`src/rtl/alu_arbiter.sv`:
```
// Two-requester front end for a single shared ALU. It grants one operation at a time,
// runs that operation on the ALU for one cycle, and holds the result until the owning
// requester accepts it.
module alu_arbiter #(
  parameter int FIXED_PRIO = 0
) (
  input  logic        clk,
  input  logic        rst_n,
  input  logic        req0_valid,
  input  logic        req1_valid,
  output logic        req0_ready,
  output logic        req1_ready,
  input  logic [31:0] req0_a,
  input  logic [31:0] req0_b,
  input  logic [31:0] req1_a,
  input  logic [31:0] req1_b,
  input  logic [2:0]  req0_op,
  input  logic [2:0]  req1_op,
  output logic [31:0] alu_in1,
  output logic [31:0] alu_in2,
  output logic [2:0]  alu_ctrl,
  input  logic [31:0] alu_result,
  input  logic [31:0] alu_zero,
  output logic        rsp0_valid,
  output logic        rsp1_valid,
  input  logic        rsp0_ready,
  input  logic        rsp1_ready,
  output logic [31:0] rsp_data,
  output logic        rsp_zero,
  output logic        busy
);

  localparam logic [1:0] S_IDLE = 2'd0;
  localparam logic [1:0] S_EXEC = 2'd1;
  localparam logic [1:0] S_RESP = 2'd2;

  logic [1:0]  state;
  logic        last_grant;
  logic        owner;
  logic [31:0] opd_a;
  logic [31:0] opd_b;
  logic [2:0]  opd_op;
  logic        winner;
  logic        idle;
  logic        grant_fire;
  logic        rsp_fire;

  // The tie-break uses last_grant, so requester 0 wins the first tie after reset.
  always_comb begin
    winner = 1'b0;
    if (req0_valid && req1_valid) begin
      winner = (FIXED_PRIO != 0) ? 1'b0 : ~last_grant;
    end else if (req1_valid) begin
      winner = 1'b1;
    end
  end

  assign idle = (state == S_IDLE);

  // Gating with rst_n keeps both readies low while reset is held, even with valid inputs.
  assign req0_ready = rst_n & idle & ~winner & req0_valid;
  assign req1_ready = rst_n & idle & winner & req1_valid;
  assign grant_fire = req0_ready | req1_ready;

  assign rsp0_valid = (state == S_RESP) & ~owner;
  assign rsp1_valid = (state == S_RESP) & owner;
  assign rsp_fire   = owner ? rsp1_ready : rsp0_ready;
  assign busy       = ~idle;

  assign alu_in1  = opd_a;
  assign alu_in2  = opd_b;
  assign alu_ctrl = opd_op;

  // NOTE: the datapath registers are reset along with the control state, so the ALU
  // inputs and rsp_data read as zero right after reset and never carry stale operands.
  always_ff @(posedge clk or negedge rst_n) begin
    if (!rst_n) begin
      state      <= S_IDLE;
      last_grant <= 1'b1;
      owner      <= 1'b0;
      opd_a      <= '0;
      opd_b      <= '0;
      opd_op     <= '0;
      rsp_data   <= '0;
      rsp_zero   <= 1'b0;
    end else begin
      // NOTE: every assignment to sequential state is non-blocking. All registers
      // therefore sample the pre-edge values, and the statement order does not matter.
      case (state)
        S_IDLE: begin
          if (grant_fire) begin
            opd_a  <= winner ? req1_a  : req0_a;
            opd_b  <= winner ? req1_b  : req0_b;
            opd_op <= winner ? req1_op : req0_op;
            owner  <= winner;
            state  <= S_EXEC;
          end
        end
        S_EXEC: begin
          rsp_data <= alu_result;
          rsp_zero <= (alu_zero != 32'd0);
          state    <= S_RESP;
        end
        S_RESP: begin
          if (rsp_fire) begin
            last_grant <= owner;
            state      <= S_IDLE;
          end
        end
        default: state <= S_IDLE;
      endcase
    end
  end

endmodule

```
`config.mk`:
```
export PLATFORM = sky130hd
export DESIGN_NAME = alu_arbiter
export DESIGN_NICKNAME = d
export VERILOG_FILES = /design/src/rtl/alu_arbiter.sv
export SDC_FILE = /design/constraint.sdc
export NUM_CORES = 1
export LEC_CHECK = 0
export BUFFER_PORTS_ARGS = -buffer_cell sky130_fd_sc_hd__buf_2
export CAP_MARGIN = 20
export CORE_AREA = 2 2 119 121
export DETAILED_ROUTE_END_ITERATION = 10
export DIE_AREA = 0 0 121 123
export PLACE_DENSITY = 0.73
export SLEW_MARGIN = 20
export SYNTH_ARGS = -nofsm -noshare
export SYNTH_HDL_FRONTEND = slang
export SYNTH_SLANG_ARGS = --single-unit
```
`constraint.sdc`:
```
create_clock -name clk -period 3.8 [get_ports clk]
set_input_delay 0.76 -clock clk [delete_from_list [all_inputs] [get_ports clk]]
set_output_delay 0.76 -clock clk [all_outputs]
set_load 0.02 [all_outputs]
```
=== Word-level counts from Yosys, hierarchy flattened ===
Cells that the tools add are included.

* RAM bits: 0
* Memories: 0
* Logic and storage cells: 39
* Bits in registers: 104
* Latch bits: 0
* Bits in read-only memories: 0

* Multipliers: 0
* Equal/unequal tests: 4
* Reductions and logical operators: 6
* Shift operators: 0
* Order comparisons: 0
* Divide/modulo/power cells: 0
* Bitwise operators: 12
* Add/sub/neg operators: 0
* Muxes and demuxes: 9

{| class="wikitable"
|+ Operator list
! kind !! number
|-
| $mux W32 || 2
|-
| $reduce_bool A32 Y1 || 1
|-
| $and A1 B1 Y1 || 7
|-
| $pmux W2 S3 || 1
|-
| $reduce_and A2 Y1 || 3
|-
| $mux W2 || 2
|-
| $not A1 Y1 || 4
|-
| $mux W1 || 3
|-
| $mux W3 || 1
|-
| $eq A2 B1 Y1 const B || 1
|-
| $eq A2 B2 Y1 const B || 1
|-
| $logic_not A2 Y1 || 1
|-
| $ne A2 B1 Y1 const B || 1
|-
| $ne A2 B2 Y1 const B || 1
|-
| $logic_and A1 B1 Y1 || 1
|-
| $or A1 B1 Y1 || 1
|}

=== Longest topological paths before layout ===
Gate-level depths: netlist of run 1.

* Depth after elaboration: 8
* Depth in mapped cells: 6
* Mapped depth without buffers: 3

=== Least setup slack after synthesis of run 1 ===
Ideal clock, no wire load.

* Kind: input -> output
* Start: input req1_valid
* End: output req1_ready
* Stages: 4
* Required time: 3.040 ns
* Path buffers: 2
* Arrival: 1.522 ns
* Path slack: 1.518 ns
* Cells stage by stage: a21boi_2 > buf_6 > buf_6 > and2_1

* Longest elaborated chain between the ends: 4
* Elaborated cells on any way between the ends: 5
* Classes of those cells: mux (2); bitwise (2); reduce/logical (1)

{| class="wikitable"
|+ RTL lines
! item !! RTL line !! source
|-
| start, declared || 10 || <nowiki>input logic req1_valid,</nowiki>
|-
| $mux W1 or $logic_and A1 B1 Y1 (tied branches) || 53, 51 ||
|-
| $mux W1 || 51 || <nowiki>if (req0_valid && req1_valid) begin</nowiki>
|-
| $and A1 B1 Y1 || 62 || <nowiki>assign req1_ready = rst_n & idle & winner & req1_valid;</nowiki>
|-
| $and A1 B1 Y1 * || 62 ||
|-
| end, declared || 12 || <nowiki>output logic req1_ready,</nowiki>
|}

Mark *: on every way between the ends. The rest lies on a longest branch, timed or not.

=== Worst setup path after layout of run 1 ===
* Start: input req0_valid
* End: output req1_ready

* Longest elaborated chain between the ends: 4

{| class="wikitable"
|+ RTL lines
! item !! RTL line !! source
|-
| start, declared || 9 || <nowiki>input logic req0_valid,</nowiki>
|-
| $logic_and A1 B1 Y1 || 51 ||
|-
| $mux W1 || 51 ||
|-
| $and A1 B1 Y1 (2 in a row) || 62 ||
|}

No other way between the ends.

==> flow_metrics.env, run 1 <==
export IMPL_status="finished clean"
export IMPL_cts_repair_resized=0
export IMPL_skew_ns=0.006462
export IMPL_endpoint_kind="primary output"
export IMPL_first_pass_iters=4
export IMPL_r2r_slack_ns=1.74
export IMPL_yosysTopAreaCellShare_pct=53.18
export IMPL_reg2reg_depth=3
export IMPL_fp_dieH_um=123
export IMPL_setup_viol=0
export IMPL_drtIter0Drc=130
export IMPL_synth_most_common_cell="mux2_2"
export IMPL_pre_cts_ws_ns=1.296
export IMPL_grt_remaining_overflow=0
export IMPL_cts_sinks=104
export IMPL_ys_warn_count=0
export IMPL_io_buffers=308
export IMPL_syn_num_nets=523
export IMPL_cts_tree="yes"
export IMPL_regArea_sq_um=2604
export IMPL_io_pins=309
export IMPL_worst_pin_slew_ns=0.9759
export IMPL_routed_via_density=4.583
export IMPL_start_util_pct=35.61
export IMPL_cts_root_buf="clkbuf_16"
export IMPL_path_max_fanout=8
export IMPL_drc=0
export IMPL_power_density_nw_per_um2=789.5
export IMPL_h_tree_depth=3
export IMPL_ys_async_sr_fraction_pct=100.0
export IMPL_hold_viol=0
export IMPL_crit_required_ns=3.04
export IMPL_antennaDiodeCount=0
export IMPL_clock_fmax_mhz=416.0
export IMPL_n_fill_cell=1181
export IMPL_grt_max_degree=69
export IMPL_drt_total_wl_um=12160
export IMPL_power_leakage_nw=3.350
export IMPL_clk_latency_ns=0.34
export IMPL_rows=43
export IMPL_finalCritPeriodShare_pct=63.26
export IMPL_slew_headroom_pct=34.94
export IMPL_ys_seq_area_share_pct=53.72
export IMPL_cts_setup_buffers=0
export IMPL_hold_class="reg -> reg"
export IMPL_crit_arrival_ns=1.64
export IMPL_grt_pass1_vias=3774
export IMPL_yosys_top_cells_area="dfrtp_1, mux2_2, mux2_4, mux2_1, nor4_1"
export IMPL_hp_start="alu_in1[22]"
export IMPL_syn2layout_area_growth_pct=41.48
export IMPL_track_usage_pct=15.88
export IMPL_cts_hold_buf=0
export IMPL_p_total_mw=5.414
export IMPL_multi_input_area_sq_um=2118
export IMPL_rr_startpoint="state[1]"
export IMPL_core_area_sq_um=13610
export IMPL_critPathKind="in -> out"
export IMPL_holdPathEnd="alu_in1[22]"
export IMPL_dp_hpwl_um=9618
export IMPL_r2r_end="alu_in2[30]"
export IMPL_startpoint_type="input port"
export IMPL_path_clk_slew_ns=0.06
export IMPL_layout_min_cycle_time_ns=2.404
export IMPL_synth_top_area_cell="dfrtp_1"
export IMPL_dpl_cell_count=792
export IMPL_postRouteAntennaNets=0
export IMPL_grt_pass1_wl_um=18530
export IMPL_syn_avg_cell_area_sq_um=15.19
export IMPL_cap_violations=0
export IMPL_wl_per_cell_um=15.05
export IMPL_vias=3703
export IMPL_finalNonFillerCells=808
export IMPL_drive_gt1_share_pct=78.03
export IMPL_syn_inst=319
export IMPL_synth_common_cells="mux2_2, dfrtp_1, buf_2, mux2_1"
export IMPL_layout_nets=827
export IMPL_fp_dieW_um=121
export IMPL_place_gp_congestion=0.7608
export IMPL_fin_hold_ws_ns=0.5005
export IMPL_die_area_sq_um=14880
export IMPL_synth_edf_count=0
export IMPL_drv_slew=0
export IMPL_synth_seq_cells=104
export IMPL_numCtsBuffers=9
export IMPL_synth_area_sq_um=4847
export IMPL_antenna_found_initial=0
export IMPL_cts_path_max_buffers=2
export IMPL_rsz0062_at_grt="false"
export IMPL_ys_flop_type="dfrtp_1"
export IMPL_setup_slack_ns=1.396
export IMPL_holdPathStages=1
export IMPL_setup_tns_ns=0
export IMPL_netlist_cell_type_count=24
export IMPL_ir_drop_uv=415.1
[sequential cells by signal, indices dropped and copies added, names as in the netlist]
| name | cells |
|---|---|
| state | 2 |
| rsp_data | 32 |
| alu_in1 | 32 |
| owner | 1 |
| rsp_zero | 1 |
| alu_in2 | 32 |
| alu_ctrl | 3 |
| last_grant | 1 |
[cell type report]
type / instances / share of cell area [%]
sequential: 104 / 37.97
multi-input combinational: 196 / 30.89
timing repair buffer: 312 / 23.13
clock buffer: 12 / 3.594
tap: 180 / 3.284
clock inverter: 4 / 1.131
[per-stage QoR]
stage,instance area [sq um],utilization (%)
2_1_floorplan,4847,-
3_3_place_gp,6531,47.98
3_5_place_dp,6531,47.98
4_1_cts,6855,50.36
5_1_grt,6858,50.38
6_report,6858,50.38
[cell families after synthesis]
family	count (synthesis)	share of synthesized area (%)
multiplexers	167	39.42
AND/OR/NAND/NOR	22	2.762
buffers and inverters	19	2.943
flip-flops	104	53.72
AO/OA/AOI/OAI	7	1.162
[cells in the final DEF (no fill, tap or decap), types with 4 or more instances in the layout]
| cell | netlist | layout |
|---|---|---|
| clkbuf_16 | 0 | 9 |
| mux2_1 | 9 | 9 |
| dfrtp_1 | 103 | 103 |
| nor4_1 | 8 | 8 |
| buf_4 | 5 | 4 |
| buf_2 | 9 | 307 |
| mux2_2 | 150 | 150 |
| mux2_4 | 8 | 8 |
[power by group]
| part | switching (mW) | internal, mW |
|---|---|---|
| clock | 0.392 | 0.598 |
| combinational | 1.34 | 1.12 |
| sequential | 0.289 | 1.67 |
[how the worst max path moves through the flow]
stage,slack (ns),endpoint,startpoint
after floorplan,1.52,req1_ready,req1_valid
after global placement,1.35,alu_in1[10],rst_n
after detailed placement,1.30,alu_in1[21],rst_n
after CTS,1.36,req1_ready,req0_valid
after global routing,1.31,req1_ready,req0_valid
final,1.40,req1_ready,req0_valid
[metal layers]
layer / up-vias / global-route usage [%] / wire length [um]
met3: 14 / 4.059 / 929
li1: 1756 / - / -
met4: 0 / 5.887 / 185
met5: - / 0 / 0
met2: 167 / 26.76 / 6017
met1: 1766 / 19.69 / 5030
[critical path: stages]
cell	delay [ns]
buf_2	0.14
a21boi_4	0.32
and2_1	0.23
buf_2	0.19
(Power assumes the default switching activity.)
==> run 2, diff against run 1 <==
--- a/config.mk
+++ b/config.mk
@@ -5,11 +5,12 @@
 export SDC_FILE = /design/constraint.sdc
 export NUM_CORES = 1
 export LEC_CHECK = 0
+export ABC_AREA = 1
 export BUFFER_PORTS_ARGS = -buffer_cell sky130_fd_sc_hd__buf_2
 export CAP_MARGIN = 20
-export CORE_AREA = 2 2 119 121
+export CORE_AREA = 2 2 121 123
 export DETAILED_ROUTE_END_ITERATION = 10
-export DIE_AREA = 0 0 121 123
+export DIE_AREA = 0 0 123 125
 export PLACE_DENSITY = 0.73
 export SLEW_MARGIN = 20
 export SYNTH_ARGS = -nofsm -noshare
==> constraint.sdc (replaced) <==
create_clock -name clk -period 2.4 [get_ports clk]
set_input_delay 0.48 -clock clk [delete_from_list [all_inputs] [get_ports clk]]
set_output_delay 0.48 -clock clk [all_outputs]
set_load 0.02 [all_outputs]
==> run 2 against run 1 <==
  * Flip-flop and latch count unchanged
  * Critical path depth is 1 higher
  * Critical path type is now reg -> out
  * Combinational power increased by 59%
  * Clock skew rose by 0.0015 ns
  * Clock power increased by 45%
==> flow_metrics.env, run 2 <==
export IMPL_status="finished clean"
export IMPL_track_usage_pct=19.20
export IMPL_layout_nets=1193
export IMPL_drive_gt1_share_pct=34.00
export IMPL_io_pins=309
export IMPL_yosysTopAreaCellShare_pct=50.54
export IMPL_stdcell_area_sq_um=7056
export IMPL_syn_inst=701
export IMPL_path_max_fanout=5
export IMPL_postRouteAntennaNets=0
export IMPL_cts_repair_resized=0
export IMPL_cap_violations=0
export IMPL_drc=0
export IMPL_endpoint_kind="primary output"
export IMPL_crit_chain="nand2_2 > nand2_2 > nand2_2 > nor2_1 > buf_2"
export IMPL_power_leakage_nw=4.137
export IMPL_vias=5245
export IMPL_h_tree_depth=3
export IMPL_die_area_sq_um=15380
export IMPL_slew_headroom_pct=64.15
export IMPL_clk_latency_ns=0.35
export IMPL_syn_num_nets=905
export IMPL_antenna_found_initial=0
export IMPL_pre_cts_ws_ns=0.5549
export IMPL_cp_common_cell="nand2_2"
export IMPL_startpoint_type="flip-flop"
export IMPL_yosys_top_cells_area="dfrtp_1, nand2_1, nand3_1, inv_1, o21ai_1"
export IMPL_hold_class="in -> async"
export IMPL_cts_tree="yes"
export IMPL_ys_seq_area_share_pct=51.05
export IMPL_first_pass_iters=4
export IMPL_drt_total_wl_um=14800
export IMPL_grt_max_degree=136
export IMPL_grt_pass1_vias=4902
export IMPL_worst_path_largest_cell_delay_ns=0.55
export IMPL_setup_tns_ns=0
export IMPL_ir_drop_uv=578.7
export IMPL_crit_buf_inv=1
export IMPL_synth_area_sq_um=5100
export IMPL_critPathKind="reg -> out"
export IMPL_crit_required_ns=1.92
export IMPL_synth_seq_cells=104
export IMPL_power_density_nw_per_um2=1197
export IMPL_ys_async_sr_fraction_pct=100.0
export IMPL_critPathSlowestCell="dfstp_2"
export IMPL_io_buffers=308
export IMPL_drtIter0Drc=215
export IMPL_routed_via_density=4.452
export IMPL_n_fill_cell=1462
export IMPL_worst_pin_slew_ns=0.5377
export IMPL_setup_viol=0
export IMPL_dpl_cell_count=1162
export IMPL_final_common_cell="nand2_1"
export IMPL_finalNonFillerCells=1178
export IMPL_place_gp_congestion=0.7723
export IMPL_syn2layout_area_growth_pct=38.35
export IMPL_synth_common_cells="nand2_1, dfrtp_1, inv_1, nand3_1, o21ai_1"
export IMPL_cts_root_buf="clkbuf_16"
export IMPL_rsz0062_at_grt="false"
export IMPL_wl_per_cell_um=12.56
export IMPL_finalCritPeriodShare_pct=85.22
export IMPL_ys_flop_type="dfrtp_1"
export IMPL_ys_warn_count=0
export IMPL_netlist_cell_type_count=15
export IMPL_synth_edf_count=0
export IMPL_most_common_layout_cells="nand2_1, buf_2, dfrtp_1"
export IMPL_crit_arrival_ns=1.57
export IMPL_cts_sinks=104
export IMPL_syn_avg_cell_area_sq_um=7.275
export IMPL_numCtsBuffers=9
export IMPL_place_area_sq_um=6766
export IMPL_clock_fmax_mhz=489.0
export IMPL_setup_slack_ns=0.3548
export IMPL_fp_dieH_um=125
export IMPL_layout_min_cycle_time_ns=2.045
export IMPL_drv_slew=0
export IMPL_start_util_pct=35.91
export IMPL_fin_hold_ws_ns=0.2145
export IMPL_path_clk_slew_ns=0.07
export IMPL_core_area_sq_um=14200
export IMPL_grt_pass1_wl_um=22980
export IMPL_cts_hold_buf=0
export IMPL_skew_ns=0.007928
export IMPL_antennaDiodeCount=0
export IMPL_fp_dieW_um=123
export IMPL_synth_most_common_cell="nand2_1"
export IMPL_cts_path_max_buffers=2
export IMPL_dp_hpwl_um=11150
export IMPL_synth_top_area_cell="dfrtp_1"
export IMPL_grt_remaining_overflow=0
export IMPL_hold_viol=0
export IMPL_cts_setup_buffers=0
export IMPL_rows=44
export IMPL_path_delay_family="flip-flops"
[run 2: cell types whose count changed after synthesis, sizes merged, moves of 20 or more]
cell / change
nand3: +72
nand2: +310
nor2: +26
inv: +72
o21ai: +69
clkbuf: +20
mux2: -167
[run 2: power by group]
group / internal (mW) / switching [mW]
clock network: 0.810 / 0.629
logic: 1.29 / 2.62
registers: 2.63 / 0.469
[run 2: area by class of cell]
| type | count | area [sq um] | share of cell area, % |
|---|---|---|---|
| clock inverters | 5 | 56.30 | 0.7980 |
| inverters | 72 | 270.3 | 3.830 |
| flip-flops and latches | 104 | 2604 | 36.90 |
| multi-input cells | 483 | 2011 | 28.50 |
| clock buffers | 11 | 232.7 | 3.298 |
| well taps | 184 | 230.2 | 3.263 |
| repair buffers | 319 | 1652 | 23.41 |
[run 2: kinds of logic (layout without fill, tap and decap cells)]
group	count (synthesis)	after routing	synth area share (%)
compound gates	71	71	7.188
buf+inv	114	407	9.568
flops	104	104	51.06
simple gates	412	412	32.19
[run 2: through the flow]
stage / power, mW / utilization [%]
global placement: 7.006 / 47.64
CTS: 8.574 / 49.67
finish: 8.444 / 49.67
floorplan: 5.560 / -
detailed placement: 7.085 / 47.64
global route: 9.098 / 49.67
[run 2: routing by layer]
layer,global-route usage [%],wire [um]
met5,0,0
met4,6.684,195
met3,4.060,1145
met2,34.32,7411
met1,22.48,6043
[run 2: worst paths after layout]
kind / startpoint / slack (ns) / cells after the start / end
max in group asynchronous: rst_n / 1.77 / 2 / rsp_data[23]
setup reg to reg: last_grant / 0.65 / 7 / alu_in1[12]
setup / recovery: last_grant / 0.35 / 5 / req0_ready
min in group clk: alu_result[30] / 0.33 / 3 / rsp_data[30]
hold reg to reg: rsp_data[24] / 0.47 / 2 / rsp_data[24]
hold / removal: rst_n / 0.21 / 2 / alu_in2[31]
==> run 3, diff against run 2 <==
--- a/config.mk
+++ b/config.mk
@@ -11,7 +11,8 @@
 export CORE_AREA = 2 2 121 123
 export DETAILED_ROUTE_END_ITERATION = 10
 export DIE_AREA = 0 0 123 125
-export PLACE_DENSITY = 0.73
+export MAX_ROUTING_LAYER = met4
+export PLACE_DENSITY = 0.67
 export SLEW_MARGIN = 20
 export SYNTH_ARGS = -nofsm -noshare
 export SYNTH_HDL_FRONTEND = slang
==> run 3 against run 2 <==
  * Setup slack worse by 0.18 ns
  * Largest cell class unchanged
  * Wire length up 8.1%
  * Sequential share of layout area about the same
  * Utilization about the same
  * Highest routed layer unchanged
  * Fmax down 8.2%
  * Largest power group unchanged
  * Power about the same
  * Combinational power about the same
  * First-iteration DRC count up 8.4%
==> flow_metrics.env, run 3 (synthesis results as in run 2) <==
export IMPL_status="finished clean"
export IMPL_cts_tree="yes"
export IMPL_setup_tns_ns=0
export IMPL_critPathKind="in -> out"
export IMPL_core_area_sq_um=14200
export IMPL_h_tree_depth=3
export IMPL_hold_class="in -> reg"
export IMPL_fp_dieW_um=123
export IMPL_skew_ns=0.008647
export IMPL_cts_sinks=104
export IMPL_setup_viol=0
export IMPL_postRouteAntennaNets=0
export IMPL_syn2layout_area_growth_pct=38.22
export IMPL_drv_slew=0
export IMPL_first_pass_iters=4
export IMPL_drtIter0Drc=233
export IMPL_place_gp_congestion=0.7802
export IMPL_pre_cts_ws_ns=0.3439
export IMPL_grt_pass1_vias=5154
export IMPL_grt_pass1_wl_um=24790
export IMPL_layout_min_cycle_time_ns=2.229
export IMPL_path_clk_slew_ns=0.07
export IMPL_slew_headroom_pct=51.04
export IMPL_worst_pin_slew_ns=0.7343
export IMPL_power_leakage_nw=4.125
export IMPL_crit_arrival_ns=1.75
export IMPL_track_usage_pct=21.24
export IMPL_startpoint_type="input port"
export IMPL_dp_hpwl_um=11950
export IMPL_hold_viol=0
export IMPL_drive_gt1_share_pct=34.10
export IMPL_most_common_layout_cells="nand2_1, buf_2, dfrtp_1"
export IMPL_cts_root_buf="clkbuf_16"
export IMPL_cts_path_max_buffers=2
export IMPL_clock_fmax_mhz=448.7
export IMPL_layout_nets=1193
export IMPL_routed_via_density=4.493
export IMPL_finalCritPeriodShare_pct=92.86
export IMPL_grt_max_degree=78
export IMPL_drt_total_wl_um=15990
export IMPL_setup_slack_ns=0.1713
export IMPL_io_pins=309
export IMPL_die_area_sq_um=15380
export IMPL_endpoint_kind="primary output"
export IMPL_cap_violations=0
export IMPL_crit_required_ns=1.92
export IMPL_numCtsBuffers=9
export IMPL_cts_setup_buffers=0
export IMPL_start_util_pct=35.91
export IMPL_drc=0
export IMPL_power_density_nw_per_um2=1199
export IMPL_rsz0062_at_grt="false"
export IMPL_path_max_fanout=6
export IMPL_grt_remaining_overflow=0
export IMPL_final_common_cell="nand2_1"
export IMPL_fp_dieH_um=125
export IMPL_clk_latency_ns=0.35
export IMPL_ir_drop_uv=416.5
export IMPL_vias=5302
export IMPL_antenna_found_initial=2
export IMPL_wl_per_cell_um=13.55
export IMPL_rows=44
export IMPL_io_buffers=308
==> run 3: cell types whose count changed in the layout (fill, tap and decap cells not counted), moves of 2 or more <==
| cell | change |
|---|---|
| clkinv_2 | -2 |
| clkbuf_1 | -2 |
| diode_2 | +2 |
| clkinvlp_4 | +2 |
| inv_8 | +2 |
==> run 3: worst paths after layout <==
kind | from | to | slack [ns] | cells after the start
min in group asynchronous | rst_n | alu_in1[29] | 0.47 | 2
worst min-delay path | alu_result[28] | rsp_data[28] | 0.33 | 3
worst max-delay path | rst_n | req0_ready | 0.17 | 5
worst max register to register | last_grant | alu_in1[19] | 0.43 | 7
worst min register to register | rsp_data[31] | rsp_data[31] | 0.48 | 2
max in group asynchronous | rst_n | rsp_data[30] | 1.06 | 3
==> run 3: critical path: stages <==
cell and delay, ns:
dlygate4sd3_1 0.53, buf_4 0.15, nand3_1 0.18, nor2_1 0.20, buf_2 0.21
==> run 3: timing repair <==
item | 4_1_cts | 5_1_grt
resized for setup | 0 | 0
hold buffers | 1 | 0
endpoints found under the hold margin | 3 | 0
==> run 3: where the power goes <==
part	total, mW	internal, mW	switching, mW
clock network	1.42	0.724	0.693
registers	3.11	2.63	0.481
logic	3.93	1.28	2.64
total	8.45	4.63	3.82
==> run 3: metal layers <==
layer	vias up	GRT usage (%)	part of all wire, %
met1	2343	24.04	39
met4	0	5.949	1.5
met5	-	-	0
li1	2737	-	-
met2	209	36.98	50
met3	13	5.201	9.2
==> run 3: stage by stage <==
step           instance area (sq um)  hold slack, ns  util (%)  total power, mW  cells
4_1_cts                         7044          0.3120     49.59            8.579   1178
3_5_place_dp                    6746          0.2929     47.50            7.116   1161
6_report                        7049          0.3254     49.63            8.451   1180
2_1_floorplan                   5100          0.1844         -            5.560    701
5_1_grt                         7049          0.3183     49.63            9.116   1180
3_3_place_gp                    6746          0.2917     47.50            7.056   1161
==> run 3: final cells by class <==
class / count / area, sq um
clock buffer: 9 / 225.2
tap: 184 / 230.2
sequential: 104 / 2604
clock inverter: 7 / 62.56
timing repair buffer: 319 / 1642
antenna: 2 / 5.005
inverter: 72 / 270.3
multi-input combinational: 483 / 2011
fill: 1474 / 7154
